## src/rtl/irq_ctrl.sv

```systemverilog
// irq_ctrl: memory-mapped level-interrupt controller.
// Collects NumSrc level sources into one core interrupt line. Each source has
// a pending bit, an enable bit and an in-service bit. The core claims the
// lowest-numbered enabled pending source by reading CLAIM and completes it by
// writing the ID back, so each assertion of a source is serviced exactly once.
// Bus slave: one response per request, exactly one cycle later, no stalls.

module irq_ctrl #(
   parameter int unsigned NumSrc       = 8,
   parameter int unsigned DataWidth    = 32,
   parameter int unsigned AddressWidth = 32
) (
   input  logic                    clk_i,
   input  logic                    rst_i,
   // bus slave
   input  logic                    irq_req_i,
   input  logic [AddressWidth-1:0] irq_addr_i,
   input  logic                    irq_we_i,
   input  logic [DataWidth/8-1:0]  irq_be_i,
   input  logic [DataWidth-1:0]    irq_wdata_i,
   output logic                    irq_rvalid_o,
   output logic [DataWidth-1:0]    irq_rdata_o,
   output logic                    irq_err_o,
   // interrupt sources and core request
   input  logic [NumSrc-1:0]       irq_src_i,
   output logic                    irq_o
);

   // Source IDs are 1..NumSrc (NumSrc <= 31), so five bits always suffice.
   localparam int unsigned IdW = 5;

   localparam logic [9:0] OffPending   = 10'h000;
   localparam logic [9:0] OffEnable    = 10'h004;
   localparam logic [9:0] OffClaim     = 10'h008;
   localparam logic [9:0] OffInService = 10'h00C;

   // ------------------------------------------------------------------
   // State
   // ------------------------------------------------------------------
   logic [NumSrc-1:0]    pending_q,    pending_d;
   logic [NumSrc-1:0]    in_service_q, in_service_d;
   logic [NumSrc-1:0]    enable_q,     enable_d;
   logic                 irq_q;
   logic                 rvalid_q;
   logic [DataWidth-1:0] rdata_q,      rdata_d;
   logic                 err_q;

   // ------------------------------------------------------------------
   // Address decode (only the low 10 bits select a register)
   // ------------------------------------------------------------------
   logic [9:0] offset;
   logic       sel_pending, sel_enable, sel_claim, sel_in_service, sel_mapped;
   logic       rd_req, wr_req;
   logic       bus_err;
   logic       claim, complete, enable_wr;

   assign offset         = irq_addr_i[9:0];
   assign sel_pending    = (offset == OffPending);
   assign sel_enable     = (offset == OffEnable);
   assign sel_claim      = (offset == OffClaim);
   assign sel_in_service = (offset == OffInService);
   assign sel_mapped     = sel_pending | sel_enable | sel_claim | sel_in_service;

   assign rd_req = irq_req_i & ~irq_we_i;
   assign wr_req = irq_req_i &  irq_we_i;

   // Unmapped offsets and writes to read-only registers are errors; every
   // side-effecting strobe below requires a legal offset, so errored
   // requests never modify state.
   assign bus_err = ~sel_mapped | (irq_we_i & (sel_pending | sel_in_service));

   assign claim     = rd_req & sel_claim;
   assign complete  = wr_req & sel_claim & irq_be_i[0];
   assign enable_wr = wr_req & sel_enable;

   // ------------------------------------------------------------------
   // Claim arbitration: lowest-numbered source that is pending and enabled
   // ------------------------------------------------------------------
   logic [NumSrc-1:0] eligible;
   logic              best_found;
   logic [IdW-1:0]    best_idx;
   logic [IdW-1:0]    claim_id;
   logic [IdW-1:0]    cmpl_id;

   assign eligible = pending_q & enable_q;

   // Priority encoder; scanning downward lets the lowest index win.
   always_comb begin
      best_found = 1'b0;
      best_idx   = '0;
      for (int i = int'(NumSrc) - 1; i >= 0; i--) begin
         if (eligible[i]) begin
            best_found = 1'b1;
            best_idx   = IdW'(i);
         end
      end
   end

   assign claim_id = best_found ? (best_idx + IdW'(1)) : '0;
   assign cmpl_id  = irq_wdata_i[IdW-1:0];

   // ------------------------------------------------------------------
   // Per-source gateway, in-service tracking and enable byte lanes
   // ------------------------------------------------------------------
   logic [NumSrc-1:0] claim_clr;
   logic [NumSrc-1:0] cmpl_clr;

   generate
      for (genvar gi = 0; gi < NumSrc; gi++) begin : g_src
         // A claim in this cycle targets exactly this source.
         assign claim_clr[gi] = claim & best_found & (best_idx == IdW'(gi));
         // Complete matches ID gi+1; IDs 0 and >NumSrc match nothing.
         assign cmpl_clr[gi]  = complete & (cmpl_id == IdW'(gi + 1));

         // In-service masks new sets; a claim clear beats a same-cycle set.
         assign pending_d[gi] = (pending_q[gi] | (irq_src_i[gi] & ~in_service_q[gi]))
                                & ~claim_clr[gi];

         // Completing a source that is not in service is a harmless no-op.
         assign in_service_d[gi] = (in_service_q[gi] & ~cmpl_clr[gi]) | claim_clr[gi];

         // Enable bit gi lives in byte lane gi/8.
         assign enable_d[gi] = (enable_wr & irq_be_i[gi / 8]) ? irq_wdata_i[gi]
                                                              : enable_q[gi];
      end
   endgenerate

   // ------------------------------------------------------------------
   // Read data mux (writes and errored requests return zero)
   // ------------------------------------------------------------------
   always_comb begin
      rdata_d = '0;
      if (rd_req) begin
         case (offset)
            OffPending:   rdata_d[NumSrc-1:0] = pending_q;
            OffEnable:    rdata_d[NumSrc-1:0] = enable_q;
            OffClaim:     rdata_d[IdW-1:0]    = claim_id;
            OffInService: rdata_d[NumSrc-1:0] = in_service_q;
            default:      rdata_d             = '0;
         endcase
      end
   end

   // ------------------------------------------------------------------
   // Sequential logic
   // ------------------------------------------------------------------

   // Interrupt bookkeeping registers.
   always_ff @(posedge clk_i or posedge rst_i) begin
      if (rst_i) begin
         pending_q    <= '0;
         in_service_q <= '0;
         enable_q     <= '0;
      end else begin
         pending_q    <= pending_d;
         in_service_q <= in_service_d;
         enable_q     <= enable_d;
      end
   end

   // Core interrupt flop; tracks |(pending_q & enable_q) with no combinational path.
   always_ff @(posedge clk_i or posedge rst_i) begin
      if (rst_i) begin
         irq_q <= 1'b0;
      end else begin
         irq_q <= |(pending_d & enable_d);
      end
   end

   // Bus response: valid one cycle after each request; data/err load only on requests.
   always_ff @(posedge clk_i or posedge rst_i) begin
      if (rst_i) begin
         rvalid_q <= 1'b0;
         rdata_q  <= '0;
         err_q    <= 1'b0;
      end else begin
         rvalid_q <= irq_req_i;
         if (irq_req_i) begin
            rdata_q <= rdata_d;
            err_q   <= bus_err;
         end
      end
   end

   assign irq_o        = irq_q;
   assign irq_rvalid_o = rvalid_q;
   assign irq_rdata_o  = rdata_q;
   assign irq_err_o    = err_q;

   // Upper address bits and unused data/byte-enable lanes are intentionally ignored.
   logic unused_bits;
   assign unused_bits = ^{irq_addr_i, irq_wdata_i, irq_be_i};

endmodule
```

## config.mk

```make
export PLATFORM = sky130hd
export DESIGN_NAME = irq_ctrl
export DESIGN_NICKNAME = d
export VERILOG_FILES = /design/src/rtl/irq_ctrl.sv
export SDC_FILE = /design/constraint.sdc
export NUM_CORES = 1
export LEC_CHECK = 0
export ABC_CLOCK_PERIOD_IN_PS = 2200
export CORE_MARGIN = 5
export CORE_UTILIZATION = 35
export DETAILED_ROUTE_END_ITERATION = 7
export GPL_TIMING_DRIVEN = 0
export PLACE_DENSITY_LB_ADDON = 0.1
export SETUP_SLACK_MARGIN = 0.02
export SYNTH_ARGS = -nofsm -noshare
export SYNTH_HDL_FRONTEND = slang
export SYNTH_SLANG_ARGS = --single-unit
```

## constraint.sdc

```tcl
create_clock -name clk_i -period 2.2 [get_ports clk_i]
set_input_delay 0.33 -clock clk_i [delete_from_list [all_inputs] [get_ports clk_i]]
set_output_delay 0.33 -clock clk_i [all_outputs]
set_load 0.005 [all_outputs]
```

# After elaboration in Yosys (flattened, before gate mapping)

Index checks and enable logic that the tools add are counted.

Bitwise logic cells: 98
Add/sub/neg operators: 1
Muxes and demuxes: 28
Equal/unequal tests: 18
Reductions and logical operators: 3

Operator list:

| operator                                                          | count |
|---|---|
| 1-bit bitwise AND                                                 | 49 |
| 5-bit by 3-bit == test with 1-bit output (second input constant)  | 8 |
| 5-bit 2-to-1 mux                                                  | 8 |
| 1-bit NOT                                                         | 26 |
| 1-bit OR                                                          | 21 |
| 10-bit by 4-bit == test with 1-bit output (second input constant) | 2 |
| 5-bit by 2-bit == test with 1-bit output (second input constant)  | 4 |
| 5-bit one-hot mux with 4 select lines                             | 1 |
| 8-bit bitwise AND                                                 | 2 |
| 1-bit 2-to-1 mux                                                  | 16 |
| 10-bit by 3-bit == test with 1-bit output (second input constant) | 1 |
| 5-bit by 1-bit == test with 1-bit output (second input constant)  | 2 |
| 10-bit zero test                                                  | 1 |
| 3-bit one-hot mux with 3 select lines                             | 1 |
| 8-bit 2-to-1 mux                                                  | 1 |
| 8-bit OR reduction                                                | 1 |
| 5-bit by 1-bit adder with 5-bit output (second input constant)    | 1 |
| 5-bit by 4-bit == test with 1-bit output (second input constant)  | 1 |
| 5-bit zero test                                                   | 1 |
| 3-bit 2-to-1 mux                                                  | 1 |

Register bits: 59
Logic and storage cells: 155
Output and inout port bits: 35
Input bits: 80

# Depth between registers and ports, before layout

Gate-level depths: netlist of run 1.

Depth after elaboration: 15
Mapped depth: 10
Depth with buffers taken out: 10

# Least setup slack after synthesis of run 1

Ideal clock, no wire load.

Path type: input to register
Start point: input irq_addr_i[7]
End point: register irq_q, in the netlist irq_o
Required time: 2.065 ns
Path buffers: 1
Stages on the path: 6
Arrival time: 2.083 ns
Slack: -0.018 ns
Cells stage by stage: or4_1 > or4_4 > buf_6 > mux2_2 > a22oi_2 > nand4_1

Elaborated cells on any way between the ends: 40
Those cells by class: eq/ne (2); mux (8); bitwise (29); reduce/logical (1)

RTL lines:

| item                                      | RTL line | RTL |
|---|---|---|
| start, declared                           | 17       | `input logic [AddressWidth-1:0] irq_addr_i,` |
| 10-bit by 3-bit == test with 1-bit output | 59       | `assign sel_enable = (offset == OffEnable);` |
| 1-bit bitwise AND                         | 74       | `assign enable_wr = wr_req & sel_enable;` |
| 1-bit bitwise AND                         | 123      | `assign enable_d[gi] = (enable_wr & irq_be_i[gi / 8]) ? irq_wdata_i[gi]` |
| 1-bit 2-to-1 mux                          | 123      |  |
| named net enable_d[2]                     | 42       | `logic [NumSrc-1:0] enable_q, enable_d;` |
| 8-bit bitwise AND                         | 166      | `irq_q <= \|(pending_d & enable_d);` |
| 8-bit OR reduction                        | 166      |  |
| end signal, assigned                      | 166      |  |
| end, declared                             | 43       | `logic irq_q;` |

The timed path passes the listed nets, and every way through them passes these cells.
A chain may end at the register's enable or synchronous reset.

# Worst setup path in the final report of run 1

Start point: register enable_q[7]
End point: register rdata_q[2], in the netlist irq_rdata_o[2]

Cells in the longest elaborated chain, start to end: 13
Elaborated cells on any way between the ends: 21
Those cells by class: add/sub (1); mux (19); bitwise (1)

RTL lines:

| item                                      | RTL line | RTL |
|---|---|---|
| start, declared                           | 42       |  |
| start signal, assigned                    | 157      | `enable_q <= enable_d;` |
| 8-bit bitwise AND (*)                     | 85       | `assign eligible = pending_q & enable_q;` |
| 3-bit 2-to-1 mux                          | 92       | `if (eligible[i]) begin` |
| 5-bit 2-to-1 mux (7 in a row)             | 92       |  |
| 5-bit by 1-bit adder with 5-bit output    | 99       | `assign claim_id = best_found ? (best_idx + IdW'(1)) : '0;` |
| 5-bit 2-to-1 mux (*)                      | 99       |  |
| 5-bit one-hot mux with 4 select lines (*) | 134      | `case (offset)` |
| 8-bit 2-to-1 mux (*)                      | 133      | `if (rd_req) begin` |
| end signal, assigned                      | 179      | `rdata_q <= rdata_d;` |
| end, declared                             | 45       | `logic [DataWidth-1:0] rdata_q, rdata_d;` |

Mark *: on every way between the ends. The rest lies on a longest branch, timed or not.

==> results of run 1 <==
[critical path, stage by stage (launching register included)]
cell	delay, ns
dfrtp_1	0.40
a32o_1	0.27
a22o_1	0.21
a32oi_2	0.23
inv_2	0.09
ha_4	0.18
ha_4	0.22
a222oi_1	0.33
o2bb2ai_1	0.13
[cells in the mapped netlist, drive strengths merged (3+ instances only)]
cell	n	area share [%]
dfrtp	35	42
buf	25	9.1
mux2	16	8.6
o21ai	15	3.6
a22oi	14	5.3
inv	12	2.1
nand2	10	1.8
a41oi	9	3.8
a21oi	8	1.9
o2bb2ai	8	3.3
ha	6	3.6
nand2b	5	1.5
nand3	5	1.2
a22o	4	1.7
clkbuf	4	0.72
or4	4	1.8
nor2	3	0.54
nor4	3	0.90
[layout make-up]
class	count	area (sq um)	area share (%)
Multi-Input combinational cell	152	1160	38.5
Buffer	29	233	7.70
Sequential cell	35	876	29.0
Clock buffer	6	82.6	2.73
Timing Repair Buffer	52	488	16.1
Tap cell	75	93.8	3.10
Clock inverter	2	35.0	1.16
Inverter	13	52.6	1.74
[worst max path at each step]
stage | startpoint | end | slack (ns) | depth (start not counted)
6_report | enable_q[7]$_DFF_PP0_ | irq_rdata_o[2]$_DFFE_PP0P_ | 0.003 | 8
5_1_grt | enable_q[7]$_DFF_PP0_ | irq_rdata_o[2]$_DFFE_PP0P_ | -0.07 | 8
4_1_cts | irq_addr_i[9] | irq_o$_DFF_PP0_ | -0.007 | 7
3_5_place_dp | irq_addr_i[3] | irq_o$_DFF_PP0_ | -0.82 | 8
3_3_place_gp | irq_addr_i[3] | irq_o$_DFF_PP0_ | -0.79 | 8
2_1_floorplan | irq_addr_i[7] | irq_o$_DFF_PP0_ | 0.005 | 6
[cell families (layout without fill, tap and decap cells)]
| kind of cell | after synthesis | in the layout | share of synthesized area (%) |
|---|---|---|---|
| compound gates | 65 | 65 | 22.5 |
| fa+ha+maj | 6 | 6 | 3.58 |
| buf+inv | 42 | 102 | 12.2 |
| flops | 35 | 35 | 41.8 |
| mux | 16 | 16 | 8.59 |
| other cells | 1 | 24 | 0.179 |
| simple gates | 41 | 41 | 11.2 |
[power by group]
group          switching (W)  internal (W)  total (W)  leakage (nW)
clock               0.000237      0.000367   0.000603        0.0612
combinational      0.0000819      0.000103   0.000185         0.821
sequential        0.00000131      0.000645   0.000647         0.440
[what timing repair did]
item	4_1_cts	5_1_grt
endpoints found under the hold margin	0	0
pin swaps	7	10
buffers inserted	6	4
gates resized for setup	45	17
gates cloned	0	0
setup endpoints to repair	19	10
[state kept, by name, summed over array words and instances, names as in the netlist]
register / flops
irq_o: 1
enable_q: 8
irq_rvalid_o: 1
irq_err_o: 1
irq_rdata_o: 8
pending_q: 8
in_service_q: 8
[metal layers]
metal  wire length [um]  track usage [%]  share of wire (%)
met1               2630             21.4                 43
met2               2960             26.4                 48
met3                392             4.35                6.4
met4                120             5.58                2.0
met5                  0                0                  0
[through the flow]
| step | instance area [sq um] | hold WS, ns | power, W |
|---|---|---|---|
| floorplan | 2190 | 0.361 | 0.000747 |
| global placement | 2700 | 0.481 | 0.000829 |
| detailed placement | 2720 | 0.475 | 0.000836 |
| CTS | 2920 | 0.436 | 0.00144 |
| global route | 3020 | 0.470 | 0.00149 |
| finish | 3020 | 0.420 | 0.00143 |
[placed cells by master, fill, tap and decap left out, drive strengths merged, types with 2 or more instances in the layout]
master / instances
nor2: 3
a22oi: 14
a22o: 4
dfrtp: 35
ha: 6
clkdlybuf4s15: 3
clkdlybuf4s50: 33
clkbuf: 9
a21oi: 8
a222oi: 2
nor4: 3
o2bb2ai: 8
a41oi: 9
mux2: 16
and2: 2
nand3: 5
buf: 42
or4: 4
nand4: 2
nor3: 2
conb: 24
inv: 12
nand2: 10
o21ai: 15
nand2b: 5
==> impl_metrics.tcl, run 1 <==
set metrics [dict create \
    ys_seq_area_share_pct 41.8 \
    drv_cap 0 \
    first_iter_violations 132 \
    worst_pin_slew_ns 0.816 \
    vias 1833 \
    antenna_found_initial 0 \
    routed_wirelength_mm 6.10 \
    cts_max_level 2 \
    clockBufferDepth 2 \
    ff2ff_path_depth 8 \
    cellLeakagePower_nw 1.32 \
    grt_pass1_vias 1887 \
    hold_end "irq_err_o$_DFFE_PP0P_" \
    insertion_delay_ns 0.29 \
    dp.cells 346 \
    period_share_pct 99.8 \
    max_freq_mhz 455 \
    grt_pass1_wl_mm 9.59 \
    die_w_um 87.4 \
    synthCells 206 \
    gr-total-overflow 0 \
    cts_buffers 5 \
    slew-limit-headroom_pct 45.5 \
    cts_tree "built" \
    slew_viol_final 0 \
    antenna_left 0 \
    powerDensity_nw_per_um2 475 \
    fin_cells 364 \
    clk_pin_slew_ns 0.07 \
    skew_ns 0.00656 \
    netlist_area_sq_um 2100 \
    path_class "flip-flop to flip-flop" \
    firstDrtPassIters 5 \
    synth_cell_types 38 \
    n_antenna_cell 0 \
    gp_congestion 0.880 \
    core-area_sq_um 5890 \
    cp-start-kind "flip-flop" \
    die-area_sq_um 7640 \
    drc 0 \
    whs_path_depth 3 \
    num-nets-final 374 \
    pre_cts_ws_ns -0.816 \
    r2r-end "irq_rdata_o[2]$_DFFE_PP0P_" \
    hold_viol_final 0 \
    ios 115 \
    rsz0062_at_grt "yes" \
    place_hpwl_mm 4.68 \
    crit_required_ns 2.36 \
    reg2reg_from "enable_q[7]$_DFF_PP0_" \
    finalWorstSetupSlack_ns 0.00334 \
    cp_max_fo 2 \
    portBuffers 41 \
    avgViaCountPerCell 5.04 \
    status "complete, no violations" \
    area_growth_pct 44.2 \
    cts_hold_buf 0 \
    cts.sinks 35 \
    tns_ns 0 \
    ys.flop_type "dfrtp_1" \
    final_util_pct 51.4 \
    rrSetupSlack_ns 0.003 \
    synth_enable_flop_cells 0 \
    holdCritStartpoint "irq_addr_i[4]" \
    die_y_um 87.4 \
    end_kind "flip-flop" \
    hp-class "primary input to flip-flop" \
    start_util_pct 35.6 \
    routedWlPerCell_um 16.7 \
    drive_above_1_share_pct 31.1 \
    vdd_drop_max_uv 345 \
    syn_avg_cell_area_sq_um 10.2 \
    fillers 586 \
    arrival_ns 2.36 \
    synth_seq_cells 35 \
    async_flop_share_pct 100 \
    setup_viol 0 \
    synth.yosys.warnings 0 \
    track_usage_pct 16.5 \
    min_period_ns 2.20 \
    grt_max_degree 19 \
    rows 28 \
    cts_root_buf "clkbuf_8" \
]
(Power assumes the default switching activity.)
==> inputs of run 2 (changes only) <==
--- a/config.mk
+++ b/config.mk
@@ -8,6 +8,7 @@
 export ABC_CLOCK_PERIOD_IN_PS = 2200
 export CORE_MARGIN = 5
 export CORE_UTILIZATION = 35
+export CTS_CLUSTER_DIAMETER = 50
 export DETAILED_ROUTE_END_ITERATION = 7
 export GPL_TIMING_DRIVEN = 0
 export PLACE_DENSITY_LB_ADDON = 0.1
==> results of run 2 <==
Final layout, timing and power as in run 1 (identical DEF).
